## src/rtl/systolic_vec_feeder.sv

```systemverilog
// rtl/systolic_vec_feeder.sv - weight/feature sequencer for one systolic PE vector
//
// Loads ROW weights into the array (ctrl_out = 1 shifts a weight in), then
// streams num_vec_in feature vectors (ctrl_out = 0 computes), tracks which
// array outputs are real results and pulses done_out once the last one is out.
//
// Optional feature: SYS_FEED_SKEW_EN delays row i of feature_out by i cycles
// for diagonal wavefront entry; result latency grows by ROW-1 cycles.
//
// Ports:
//   clk_in1, nrst_in1         clock, synchronous active-low reset
//   start_in, num_vec_in      job start pulse and feature vector count
//   w_valid_in/w_data_in/w_ready_out   weight stream handshake
//   f_valid_in/f_data_in/f_ready_out   feature vector handshake (ROW x WIDTH)
//   ctrl_out, weight_out      array mode (1 = shift weight) and weight value
//   feature_out               per-row array feature inputs
//   res_valid_out             array vector output holds a real result
//   busy_out, done_out        job active, one-cycle completion pulse
module systolic_vec_feeder #(
    parameter int WIDTH   = 8,
    parameter int ROW     = 2,
    parameter int ARR_LAT = 2,
    parameter int CNT_W   = 8
) (
    input  logic                          clk_in1,
    input  logic                          nrst_in1,
    input  logic                          start_in,
    input  logic [CNT_W-1:0]              num_vec_in,
    input  logic                          w_valid_in,
    input  logic [WIDTH-1:0]              w_data_in,
    output logic                          w_ready_out,
    input  logic                          f_valid_in,
    input  logic [ROW-1:0][WIDTH-1:0]     f_data_in,
    output logic                          f_ready_out,
    output logic                          ctrl_out,
    output logic [WIDTH-1:0]              weight_out,
    output logic [ROW-1:0][WIDTH-1:0]     feature_out,
    output logic                          res_valid_out,
    output logic                          busy_out,
    output logic                          done_out
);

`ifdef SYS_FEED_SKEW_EN
    localparam int D = ARR_LAT + ROW - 1;
`else
    localparam int D = ARR_LAT;
`endif
    localparam int WC_W = (ROW > 1) ? $clog2(ROW) : 1;

    typedef enum logic [1:0] {IDLE, LOAD_W, FEED, DRAIN} state_t;

    state_t                     state, state_nxt;
    logic [WC_W-1:0]            w_cnt;
    logic [CNT_W-1:0]           vec_cnt;
    logic                       w_xfer, f_xfer, last_w, last_f, job_go;
    logic                       feat_vld, done_zero_q, pipe_empty;
    logic [D-1:0]               vld_sr;
    logic [ROW-1:0][WIDTH-1:0]  f_q;

    assign w_ready_out   = (state == LOAD_W);
    assign f_ready_out   = (state == FEED);
    assign busy_out      = (state != IDLE);
    assign w_xfer        = w_valid_in & w_ready_out;
    assign f_xfer        = f_valid_in & f_ready_out;
    assign last_w        = (w_cnt == WC_W'(ROW - 1));
    assign last_f        = (vec_cnt == CNT_W'(1));
    assign job_go        = (state == IDLE) && start_in && (num_vec_in != '0);
    // feat_vld marks the feature_out cycle of row 0; since D >= ROW, an empty
    // valid pipeline also means every skewed row has already left.
    assign pipe_empty    = !feat_vld && (vld_sr == '0);
    assign res_valid_out = vld_sr[D-1];
    // A zero-length job completes from IDLE; a real job completes in the
    // last DRAIN cycle, right after its final result.
    assign done_out      = done_zero_q | ((state == DRAIN) && pipe_empty);

    always_ff @(posedge clk_in1) begin
        if (!nrst_in1) state <= IDLE;
        else           state <= state_nxt;
    end

    always_comb begin
        state_nxt = state;
        case (state)
            IDLE:    if (job_go)            state_nxt = LOAD_W;
            LOAD_W:  if (w_xfer && last_w)  state_nxt = FEED;
            FEED:    if (f_xfer && last_f)  state_nxt = DRAIN;
            DRAIN:   if (pipe_empty)        state_nxt = IDLE;
            default:                        state_nxt = IDLE;
        endcase
    end

    always_ff @(posedge clk_in1) begin
        if (!nrst_in1) begin
            w_cnt       <= '0;
            vec_cnt     <= '0;
            done_zero_q <= 1'b0;
            ctrl_out    <= 1'b0;
            weight_out  <= '0;
            f_q         <= '0;
            feat_vld    <= 1'b0;
            vld_sr      <= '0;
        end else begin
            done_zero_q <= (state == IDLE) && start_in && (num_vec_in == '0);
            if (job_go) begin
                vec_cnt <= num_vec_in;
                w_cnt   <= '0;
            end
            if (w_xfer)
                w_cnt <= last_w ? '0 : w_cnt + 1'b1;
            if (f_xfer && (vec_cnt != '0))
                vec_cnt <= vec_cnt - 1'b1;
            ctrl_out <= w_xfer;
            if (w_xfer)
                weight_out <= w_data_in;
            f_q      <= f_xfer ? f_data_in : '0;
            feat_vld <= f_xfer;
            vld_sr[0] <= feat_vld;
            for (int k = 1; k < D; k++)
                vld_sr[k] <= vld_sr[k-1];
        end
    end

`ifdef SYS_FEED_SKEW_EN
    assign feature_out[0] = f_q[0];
    for (genvar i = 1; i < ROW; i++) begin : g_skew
        logic [i-1:0][WIDTH-1:0] sk;
        always_ff @(posedge clk_in1) begin
            if (!nrst_in1) begin
                sk <= '0;
            end else begin
                sk[0] <= f_q[i];
                for (int k = 1; k < i; k++)
                    sk[k] <= sk[k-1];
            end
        end
        assign feature_out[i] = sk[i-1];
    end
`else
    assign feature_out = f_q;
`endif

endmodule

```

## config.mk

```make
export PLATFORM = sky130hd
export DESIGN_NAME = systolic_vec_feeder
export DESIGN_NICKNAME = d
export VERILOG_FILES = /design/src/rtl/systolic_vec_feeder.sv
export SDC_FILE = /design/constraint.sdc
export NUM_CORES = 1
export LEC_CHECK = 0
export CAP_MARGIN = 10
export CORE_ASPECT_RATIO = 1.5
export CORE_MARGIN = 8
export CORE_UTILIZATION = 35
export CTS_BUF_LIST = sky130_fd_sc_hd__clkbuf_8
export DETAILED_ROUTE_END_ITERATION = 7
export PLACE_DENSITY = 0.75
export SETUP_SLACK_MARGIN = 0.15
export SLEW_MARGIN = 30
export SYNTH_ARGS = -nofsm -noshare
export SYNTH_HDL_FRONTEND = slang
export SYNTH_SLANG_ARGS = --single-unit
```

## constraint.sdc

```tcl
create_clock -name clk_in1 -period 2.3 [get_ports clk_in1]
set_clock_uncertainty 0.05 [all_clocks]
set_input_delay 0.69 -clock clk_in1 [delete_from_list [all_inputs] [get_ports clk_in1]]
set_output_delay 0.69 -clock clk_in1 [all_outputs]
set_load 0.02 [all_outputs]
```

# --- Yosys cells after proc, flatten, opt, wreduce, memory -nomap -nowiden ---
# Cells that the tools add are included.
op_classes:
  add_sub_neg: 2
  eq_ne: 8
  mux: 10
  bitwise_logic: 3
  n_reduce_logical: 19
ops:
  columns: ["cell", "count"]
  rows:
  - ["$mux W8", 2]
  - ["$reduce_bool A8 Y1", 2]
  - ["$eq A8 B1 Y1 const B", 1]
  - ["$logic_and A1 B1 Y1", 8]
  - ["$logic_not A8 Y1", 1]
  - ["$mux W2", 4]
  - ["$pmux W2 S4", 1]
  - ["$sub A8 B1 Y8 const B", 1]
  - ["$reduce_bool A2 Y1", 3]
  - ["$eq A2 B2 Y1 const B", 2]
  - ["$logic_not A2 Y1", 2]
  - ["$ne A2 B1 Y1 const B", 2]
  - ["$ne A2 B2 Y1 const B", 2]
  - ["$reduce_and A4 Y1", 1]
  - ["$mux W1", 3]
  - ["$and A1 B1 Y1", 2]
  - ["$eq A2 B1 Y1 const B", 1]
  - ["$reduce_and A2 Y1", 1]
  - ["$add A1 B1 Y1 const B", 1]
  - ["$logic_not A1 Y1", 1]
  - ["$or A1 B1 Y1", 1]
totals:
  regBits: 40
  output_inout_bits: 30
  wordCells: 52

# --- Longest topological paths before layout ---
# Gate-level depths: netlist (run 1).
logic_depth:
  word_depth: 5
  ltp_mapped: 7
  ltp_nobuf: 6

# --- Worst setup path before layout (run 1) ---
# Ideal clock, no wire load.
synth_timing:
  path_kind: "input-to-reg"
  from: "input num_vec_in[2]"
  to: "register vec_cnt[3]"
  arrival_ns: 1.868
  t_required_ns: 2.191
  path_slack_ns: 0.323
  path_stages: 4
  path_buffers: 0
  path_cell_list: "or4_4 -> o21a_1 -> a221oi_1 -> o31a_1"
synth_via:
  elab_chain_len: 3
synth_lines:
  columns: ["item", "line", "rtl"]
  rows:
  - ["start: declaration", "28", "input logic [CNT_W-1:0] num_vec_in,"]
  - ["$reduce_bool A8 Y1", "67", "assign job_go = (state == IDLE) && start_in && (num_vec_in != '0);"]
  - ["$logic_and A1 B1 Y1", "67", null]
  - ["$reduce_bool A2 Y1 (no source line)", null, null]
  - ["end signal: assignment", "105", "vec_cnt <= num_vec_in;"]
  - ["end signal: assignment", "111", "vec_cnt <= vec_cnt - 1'b1;"]
  - ["end: declaration", "54", "logic [CNT_W-1:0] vec_cnt;"]
# No other way between the ends.
# A chain may end at the register's enable or synchronous reset.

# --- Worst setup path after layout (run 1) ---
layout_timing:
  from: "register state[0]"
  to: "output done_out"
layout_via:
  elab_chain_len: 3
layout_lines:
  columns: ["item", "line", "rtl"]
  rows:
  - ["start: declaration", "52", "state_t state, state_nxt;"]
  - ["start signal: assignment", "78", "else state <= state_nxt;"]
  - ["$eq A2 B2 Y1", "74", "assign done_out = done_zero_q | ((state == DRAIN) && pipe_empty);"]
  - ["$logic_and A1 B1 Y1", "74", null]
  - ["$or A1 B1 Y1", "74", null]
  - ["end: declaration", "40", "output logic done_out"]
# No other way between the ends.

==> results of run 1 <==
cell families (layout without fill, tap and decap cells):
| kind of cell | Yosys count | after routing | share of synthesized area |
|---|---|---|---|
| adders and majority gates | 8 | 8 | 0.0593 |
| buffers and inverters | 14 | 100 | 0.0519 |
| and+or+nand+nor | 71 | 71 | 0.232 |
| muxes | 2 | 2 | 0.0126 |
| AOI/OAI and AO/OA | 39 | 39 | 0.165 |
| DFF | 40 | 40 | 0.474 |
| xor gates and xnor gates | 1 | 1 | 0.00519 |
metal layers:
layer,vias to the layer above,GRT usage
li1,782,-
met1,722,0.121
met2,52,0.232
met3,7,0.0269
met4,0,0.0728
met5,-,0
timing repair:
item | CTS | global route
pin swaps | 5 | 4
hold buffers | 0 | 0
cloned | 0 | 0
endpoints found under the hold margin | 0 | 0
setup buffers | 0 | 0
setup endpoints to repair | 10 | 7
gates resized for setup | 11 | 8
worst max-delay path, cell delays in order, from the launching register on:
cell                            delay (ns)
sky130_fd_sc_hd__dfxtp_1              0.35
sky130_fd_sc_hd__ha_1                 0.22
sky130_fd_sc_hd__a21o_1               0.16
sky130_fd_sc_hd__dlygate4sd2_1        0.32
cells in the final DEF (no fill, tap or decap), types with 2 or more instances in the layout:
master / netlist / routed
sky130_fd_sc_hd__and2_1: 21 / 21
sky130_fd_sc_hd__buf_4: 0 / 18
sky130_fd_sc_hd__nand3_1: 5 / 5
sky130_fd_sc_hd__clkbuf_8: 0 / 6
sky130_fd_sc_hd__dlygate4sd2_1: 0 / 7
sky130_fd_sc_hd__or4_4: 3 / 3
sky130_fd_sc_hd__a21oi_1: 13 / 13
sky130_fd_sc_hd__clkdlybuf4s50_1: 0 / 54
sky130_fd_sc_hd__nor3_1: 4 / 3
sky130_fd_sc_hd__a31oi_1: 2 / 2
sky130_fd_sc_hd__nor3_2: 1 / 2
sky130_fd_sc_hd__a21o_1: 2 / 2
sky130_fd_sc_hd__a211oi_1: 2 / 2
sky130_fd_sc_hd__ha_1: 8 / 8
sky130_fd_sc_hd__dlymetal6s2s_1: 0 / 4
sky130_fd_sc_hd__clkinv_2: 0 / 2
sky130_fd_sc_hd__inv_1: 7 / 7
sky130_fd_sc_hd__o31a_1: 2 / 2
sky130_fd_sc_hd__o21ai_1: 2 / 2
sky130_fd_sc_hd__dfxtp_1: 40 / 40
sky130_fd_sc_hd__nand2_1: 23 / 23
sky130_fd_sc_hd__nor2_1: 6 / 6
sky130_fd_sc_hd__a221oi_1: 5 / 4
sky130_fd_sc_hd__and3_1: 2 / 2
through the flow:
stage / instances / setup slack [ns] / util / TNS [ns]
final: 327 / 0.223 / 0.559 / 0
after detailed placement: 319 / -0.223 / 0.533 / -1.59
after global placement: 319 / -0.168 / 0.533 / -1.11
after CTS: 327 / 0.111 / 0.554 / 0
after global routing: 327 / 0.169 / 0.559 / 0
after floorplan: 175 / 0.323 / - / 0
cell type report:
type                    instances  share of cell area
repair buffers                 84               0.300
well taps                      66              0.0312
clock buffers                   6              0.0312
flip-flops and latches         40               0.303
clock inverters                 2             0.00379
multi-input cells             121               0.315
inverters                       8              0.0161
sequential cells by signal (all words and copies together), names as in the netlist:
register	count
weight_out	8
feat_vld	1
vld_sr	2
done_zero_q	1
feature_out	16
state	2
ctrl_out	1
vec_cnt	8
last_w	1
where the power goes:
part           switching, W  total (W)  internal [W]
sequential        0.0000875   0.000879      0.000791
clock              0.000237   0.000477      0.000239
combinational      0.000531    0.00102      0.000492
worst paths after layout:
path	end	cells past startpoint
setup / recovery	done_out	3
hold / removal	weight_out[1]	2
setup reg to reg	vec_cnt[2]	8
hold reg to reg	weight_out[1]	2
==> impl.org, run 1 <==
** Run status
- Result of the run :: finished clean

** Die
- The floorplan has 31 rows.
- Top Ports :: 67
- The initial utilization of the core area, before any placement, comes to 0.357.
- The die covers 7350 sq um.
- From bottom edge to top edge, the die measures 101 um.
- Die X :: 72.7 um
- Placeable core region :: 4730 sq um

** Logic synthesis
- Net count of the mapped netlist :: 220
- Synth top cells by count :: 40 x sky130_fd_sc_hd__dfxtp_1, 23 x sky130_fd_sc_hd__nand2_1, 21 x sky130_fd_sc_hd__and2_1, 13 x sky130_fd_sc_hd__a21oi_1, 8 x sky130_fd_sc_hd__ha_1
- Fraction of the yosys area taken by sequential cells :: 0.474
- Gate Count Post-Synth :: 175
- sky130_fd_sc_hd__dfxtp_1 is the most common cell in the netlist.
- Leading area contributor after synthesis :: sky130_fd_sc_hd__dfxtp_1
- After synthesis, the cell types taking the most area are sky130_fd_sc_hd__dfxtp_1 47%, sky130_fd_sc_hd__and2_1 7.8%, sky130_fd_sc_hd__ha_1 5.9%.
- The cell area that synthesis handed to floorplanning was 1690 sq um.
- EDFF count, synth :: 0
- Share of the synthesized area in the top cell type :: 0.474
- Mean Syn Cell Area :: 9.64 sq um
- Number of unique standard cell types used by synthesis :: 41
- Counting flops and latches in the post-synthesis netlist gives 40.
- Yosys warnings :: 0
- Main synth FF type :: sky130_fd_sc_hd__dfxtp_1
- After synthesis, the share of flip-flops with an asynchronous set or reset is 0.

** Clock tree
- TritonCTS built the clock tree.
- Clock tree synthesis inserted a total of 5 buffers.
- Register clock-pin slew on the reported worst setup and hold paths :: 0.08 ns
- No sink is reached through more buffers than the 2 on the longest clock path.
- CTS saw 40 sinks.
- H-tree depth reported by CTS :: 2
- At the later pin of the worst-skew pair, clock insertion delay measures 0.29 ns.
- Cell chosen for the clock root :: sky130_fd_sc_hd__clkbuf_8

** Detailed routing
- Final routed wire length divided by cell count :: 14.1 um
- Sum of met2 wire segment lengths after detailed routing :: 2.52 mm
- Pre-antenna DRT Iters :: 4
- Final routed DRC violation total :: 0
- The detail route stage leaves a number of antenna-violating nets equal to 0.
- Via/cell ratio :: 4.78
- Metal1 wirelength :: 1.73 mm
- After the first detailed-routing iteration, the DRC count stood at 70.
- Sum of met3 wire segment lengths after detailed routing :: 259 um
- Top sig layer :: met4
- For this block, the routed nets add up to 4.63 mm of wire.
- Across all layers, the routed design uses 1563 vias.

** Final layout
- Once layout is done, the placed cells without fillers occupy 2640 sq um.
- Register area :: 801 sq um
- Ratio of cells with drive above 1 in the final layout :: 0.153
- The filler cells instantiated in the layout total 454.
- Number of nets in the final layout :: 305
- Number of antenna repair diodes :: 0
- Area occupied by multi-input gates :: 833 sq um
- The area growth from synthesis to layout is 56.6%.

** Worst setup path
- Crit path from :: state[0]
- Max FO, Critical Path :: 4
- WS Path Type :: reg2out
- For the worst setup path, the data arrival time is 1.34 ns.
- Category of the worst setup path launch point :: flip-flop
- At the worst endpoint, the required time is 1.56 ns.
- The worst register-to-register path begins at state[0].
- STA classifies the critical path endpoint as an output port.
- Setup slack of the most critical reg-to-reg path :: 0.33 ns

** GRT
- For this run, the total global-route usage over all layers was measured as 0.125.
- Entering global routing, the biggest net connects 18 pins.
- The initial antenna violation count came to 0.
- The first global-routing pass estimated 7.18 mm of wire.
- The via count of the first global-routing pass is 1530.
- The total overflow left after global routing is 0.

** Timing
- Unrepaired setup endpoints after global routing :: no
- Measured against its own limit, the worst slew margin works out to 0.627.
- Fraction of the cycle the final worst path needs :: 0.903
- Total of endpoints with negative setup slack in the final report :: 0
- The tightest hold path in the finished design has a slack of 0.403 ns.
- Maximum frequency from static timing analysis :: 482 MHz
- For the pin with the worst max-slew slack, the measured transition is 0.556 ns.
- The worst path needs 2.08 ns of the cycle, external delays included.
- The total count of max-transition violations in the final report came to 0.
- Number of hold violations in the final report :: 0

** Placed design
- Count of buffers from port buffering :: 66
- Sum of net half-perimeters after detailed placement :: 3.53 mm
- The congestion estimate from routability-driven global placement came to 0.922.
- Area after detailed placement :: 2520 sq um

** Worst hold path
- Worst Hold Launch :: weight_out[1]
- Path category of the worst min-delay check :: reg2reg

** Run
- The tool flagged a number of max-cap violations equal to 0.

** Power
- Total power consumption of the routed design :: 0.00238 W
- Power per unit of standard cell area :: 899 nW/um^2
- For this design the static power due to leakage is 1.09 nW.
- The worst-case IR drop observed on VDD is 0.495 mV.
No activity file was read; power rests on OpenSTA's default activity.
==> run 2: changes to the inputs <==
--- a/config.mk
+++ b/config.mk
@@ -8,10 +8,10 @@
 export CAP_MARGIN = 10
 export CORE_ASPECT_RATIO = 1.5
 export CORE_MARGIN = 8
-export CORE_UTILIZATION = 35
+export CORE_UTILIZATION = 44
 export CTS_BUF_LIST = sky130_fd_sc_hd__clkbuf_8
 export DETAILED_ROUTE_END_ITERATION = 7
-export PLACE_DENSITY = 0.75
+export PLACE_DENSITY = 0.89
 export SETUP_SLACK_MARGIN = 0.15
 export SLEW_MARGIN = 30
 export SYNTH_ARGS = -nofsm -noshare
==> run 2 against run 1 <==
Hold slack better by 0.0019 ns. Register-to-register slack better by 0.05 ns. Clock power is 5.2% lower. First-iteration DRC count is 2.9% higher. Via count is 1.9% higher. Wire length is 1.7% higher. Die area is 17% lower. Fmax is 1.7% lower. Sequential power hardly changed. Largest cell class unchanged. Largest power group unchanged.
==> impl.org, run 2 (synthesis results as in run 1) <==
** Clock tree
- The insertion delay to the later sink of the worst-skew pair was 0.29 ns (about the same).
- Clock tree from TritonCTS :: done
- The number of clock sinks came to 40 (unchanged).
- Maximum count of clock buffers along a single path :: 2 (unchanged)
- The root buffer cell chosen for the clock tree is sky130_fd_sc_hd__clkbuf_8.
- CTS Buf Count :: 5 (unchanged)
- H-tree depth reported by CTS :: 2 (unchanged)
- The register clock-pin slew on the reported worst setup and hold paths came to 0.08 ns (about the same).

** Timing
- The final count of hold timing violations came to 0 (unchanged).
- Post-route minimum period :: 2.11 ns (+0.0366 ns)
- Setup repair after global routing left no endpoint under its margin.
- The transition at the pin with the smallest max-transition slack was 0.389 ns (-0.167 ns).
- Total of endpoints with negative setup slack in the final report :: 0 (unchanged)
- The post-route clock period utilization is 0.919 (+0.0159).
- The highest attainable clock frequency was 473 MHz (-1.7%).
- Least setup slack across all paths after layout :: 0.187 ns (-0.0366 ns)
- Final number of max-transition violations :: 0 (unchanged)
- The tightest slew margin relative to the limit was 0.739 (+0.112).

** Final layout
- The number of flip-flops under the largest register name was 16 (unchanged).
- In the layout the commonest cells are 56 x sky130_fd_sc_hd__clkdlybuf4s50_1, 40 x sky130_fd_sc_hd__dfxtp_1, 23 x sky130_fd_sc_hd__nand2_1.
- Leaving out fill and tap cells, the most frequent cell in the layout is sky130_fd_sc_hd__clkdlybuf4s50_1.
- The area growth from synthesis to layout is 52.1%.
- The count of inserted antenna diode cells was 0 (unchanged).
- Number of nets in the final layout :: 302 (-0.98%)
- Core Util, Final :: 0.697 (+0.139)
- Ratio of cells with drive above 1 in the final layout :: 0.151 (-0.00209)

** Die
- The number of cell rows is 27 (-13%).
- Initial core utilization :: 0.458 (+0.102)
- The height of the die was 91.9 um (-9.1%).
- DIE AREA :: 6110 sq um (-17%)
- Placeable core region :: 3680 sq um (-22%)
- The die extent in x came to 66.6 um (-8.4%).
- Top Ports :: 67 (unchanged)

** Worst setup path
- Category of the worst setup path launch point :: input pin
- The internal reg-to-reg setup slack was 0.38 ns (+0.05 ns).
- Max FO, Critical Path :: 6 (+2)
- WS Path Type :: in2reg
- STA classifies the critical path endpoint as a flip-flop.
- The worst path arrival time is 2.27 ns (+0.93 ns).
- The data required time of the critical path was 2.46 ns (+0.90 ns).

** Detailed routing
- The detailed-router iteration count before antenna repair is 4 (unchanged).
- Detailed Route Iter0 Violations :: 72 (+2.9%)
- The number of nets still failing antenna checks after routing was 0 (unchanged).
- Final routed DRC violation total :: 0 (unchanged)
- Drt total wl :: 4.70 mm (+1.7%)
- The routed via count divided by cell count came to 5.29 (+11%).
- Final routed wire length divided by cell count :: 15.6 um (+10%)
- Vias after detailed routing :: 1592 (+1.9%)

** Placed design
- The final weighted congestion in routability-driven placement was 0.879 (-4.7%).
- The post-placement worst setup slack came to -0.195 ns (+0.0278 ns).
- The placed wire-length estimate came to 3.60 mm (+1.9%).
- Count of buffers from port buffering :: 66 (unchanged)

** Power
- Static Leakage :: 1.03 nW (-5.2%)
- The maximum vdd ir drop came to 0.596 mV (+20%).
- The total power per unit cell area was 913 nW/um^2 (+1.5%).
- The total power of the final layout was 0.00234 W (-1.4%).

** GRT
- Number of antenna violations at the first check in global routing :: 0 (unchanged)
- Pin count of the biggest net entering global routing :: 18 (unchanged)
- The wire length of the first global-routing pass is 7.34 mm (+2.2%).
- Number of global-route vias before repair :: 1584 (+3.5%)
- Overall fraction of global-route tracks in use :: 0.152 (+0.0268)
- Overflow left after global routing :: 0 (unchanged)

** Worst hold path
- The path class of the tightest hold or removal check is reg2reg.

** Run status
- Result of the run :: finished clean

** Run
- The count of max-cap constraint violations is 0 (unchanged).
run 2: final timing paths:
check,startpoint,to,cells past startpoint
max,num_vec_in[0],vec_cnt[1],6
min,weight_out[5],weight_out[5],2
max reg2reg,vec_cnt[1],vec_cnt[0],7
min reg2reg,weight_out[5],weight_out[5],2
run 2: layout make-up:
cell class	instances	area, sq um
multi-input cells	121	826
flip-flops and latches	40	801
inverters	8	42.5
well taps	43	53.8
clock inverters	3	18.8
repair buffers	81	757
fillers	289	1110
clock buffers	5	68.8
run 2: what timing repair did:
action                     CTS  global route
gates resized for setup      9            10
setup endpoints to repair    7             7
pin swaps                    5             3
buffers inserted             0             2
cloned                       0             0
hold buffers                 0             0
hold endpoints to repair     0             0
run 2: power by group:
| group | internal, W | switching, W |
|---|---|---|
| logic | 0.000471 | 0.000542 |
| registers | 0.000791 | 0.0000884 |
| clock network | 0.000211 | 0.000241 |
| total | 0.00147 | 0.000871 |
run 2: per-layer routing:
layer,global-route usage,vias up,part of all wire
li1,-,780,-
met1,0.153,723,0.37
met2,0.266,67,0.51
met3,0.0426,22,0.069
met4,0.0841,0,0.046
met5,0,-,0
run 2: through the flow:
step | TNS [ns] | std cells | hold WS, ns | cell area (sq um)
2_1_floorplan | 0 | 175 | 0.381 | 1690
5_1_grt | 0 | 301 | 0.430 | 2570
3_5_place_dp | -1.39 | 291 | 0.391 | 2450
4_1_cts | 0 | 299 | 0.410 | 2530
6_report | 0 | 301 | 0.405 | 2570
3_3_place_gp | -0.935 | 291 | 0.389 | 2450
run 2: worst max-delay path: stages:
cell,delay (ns)
sky130_fd_sc_hd__clkdlybuf4s50_1,0.42
sky130_fd_sc_hd__or4_4,0.46
sky130_fd_sc_hd__o21ai_4,0.25
sky130_fd_sc_hd__buf_4,0.16
sky130_fd_sc_hd__a221oi_1,0.06
sky130_fd_sc_hd__a211oi_1,0.23
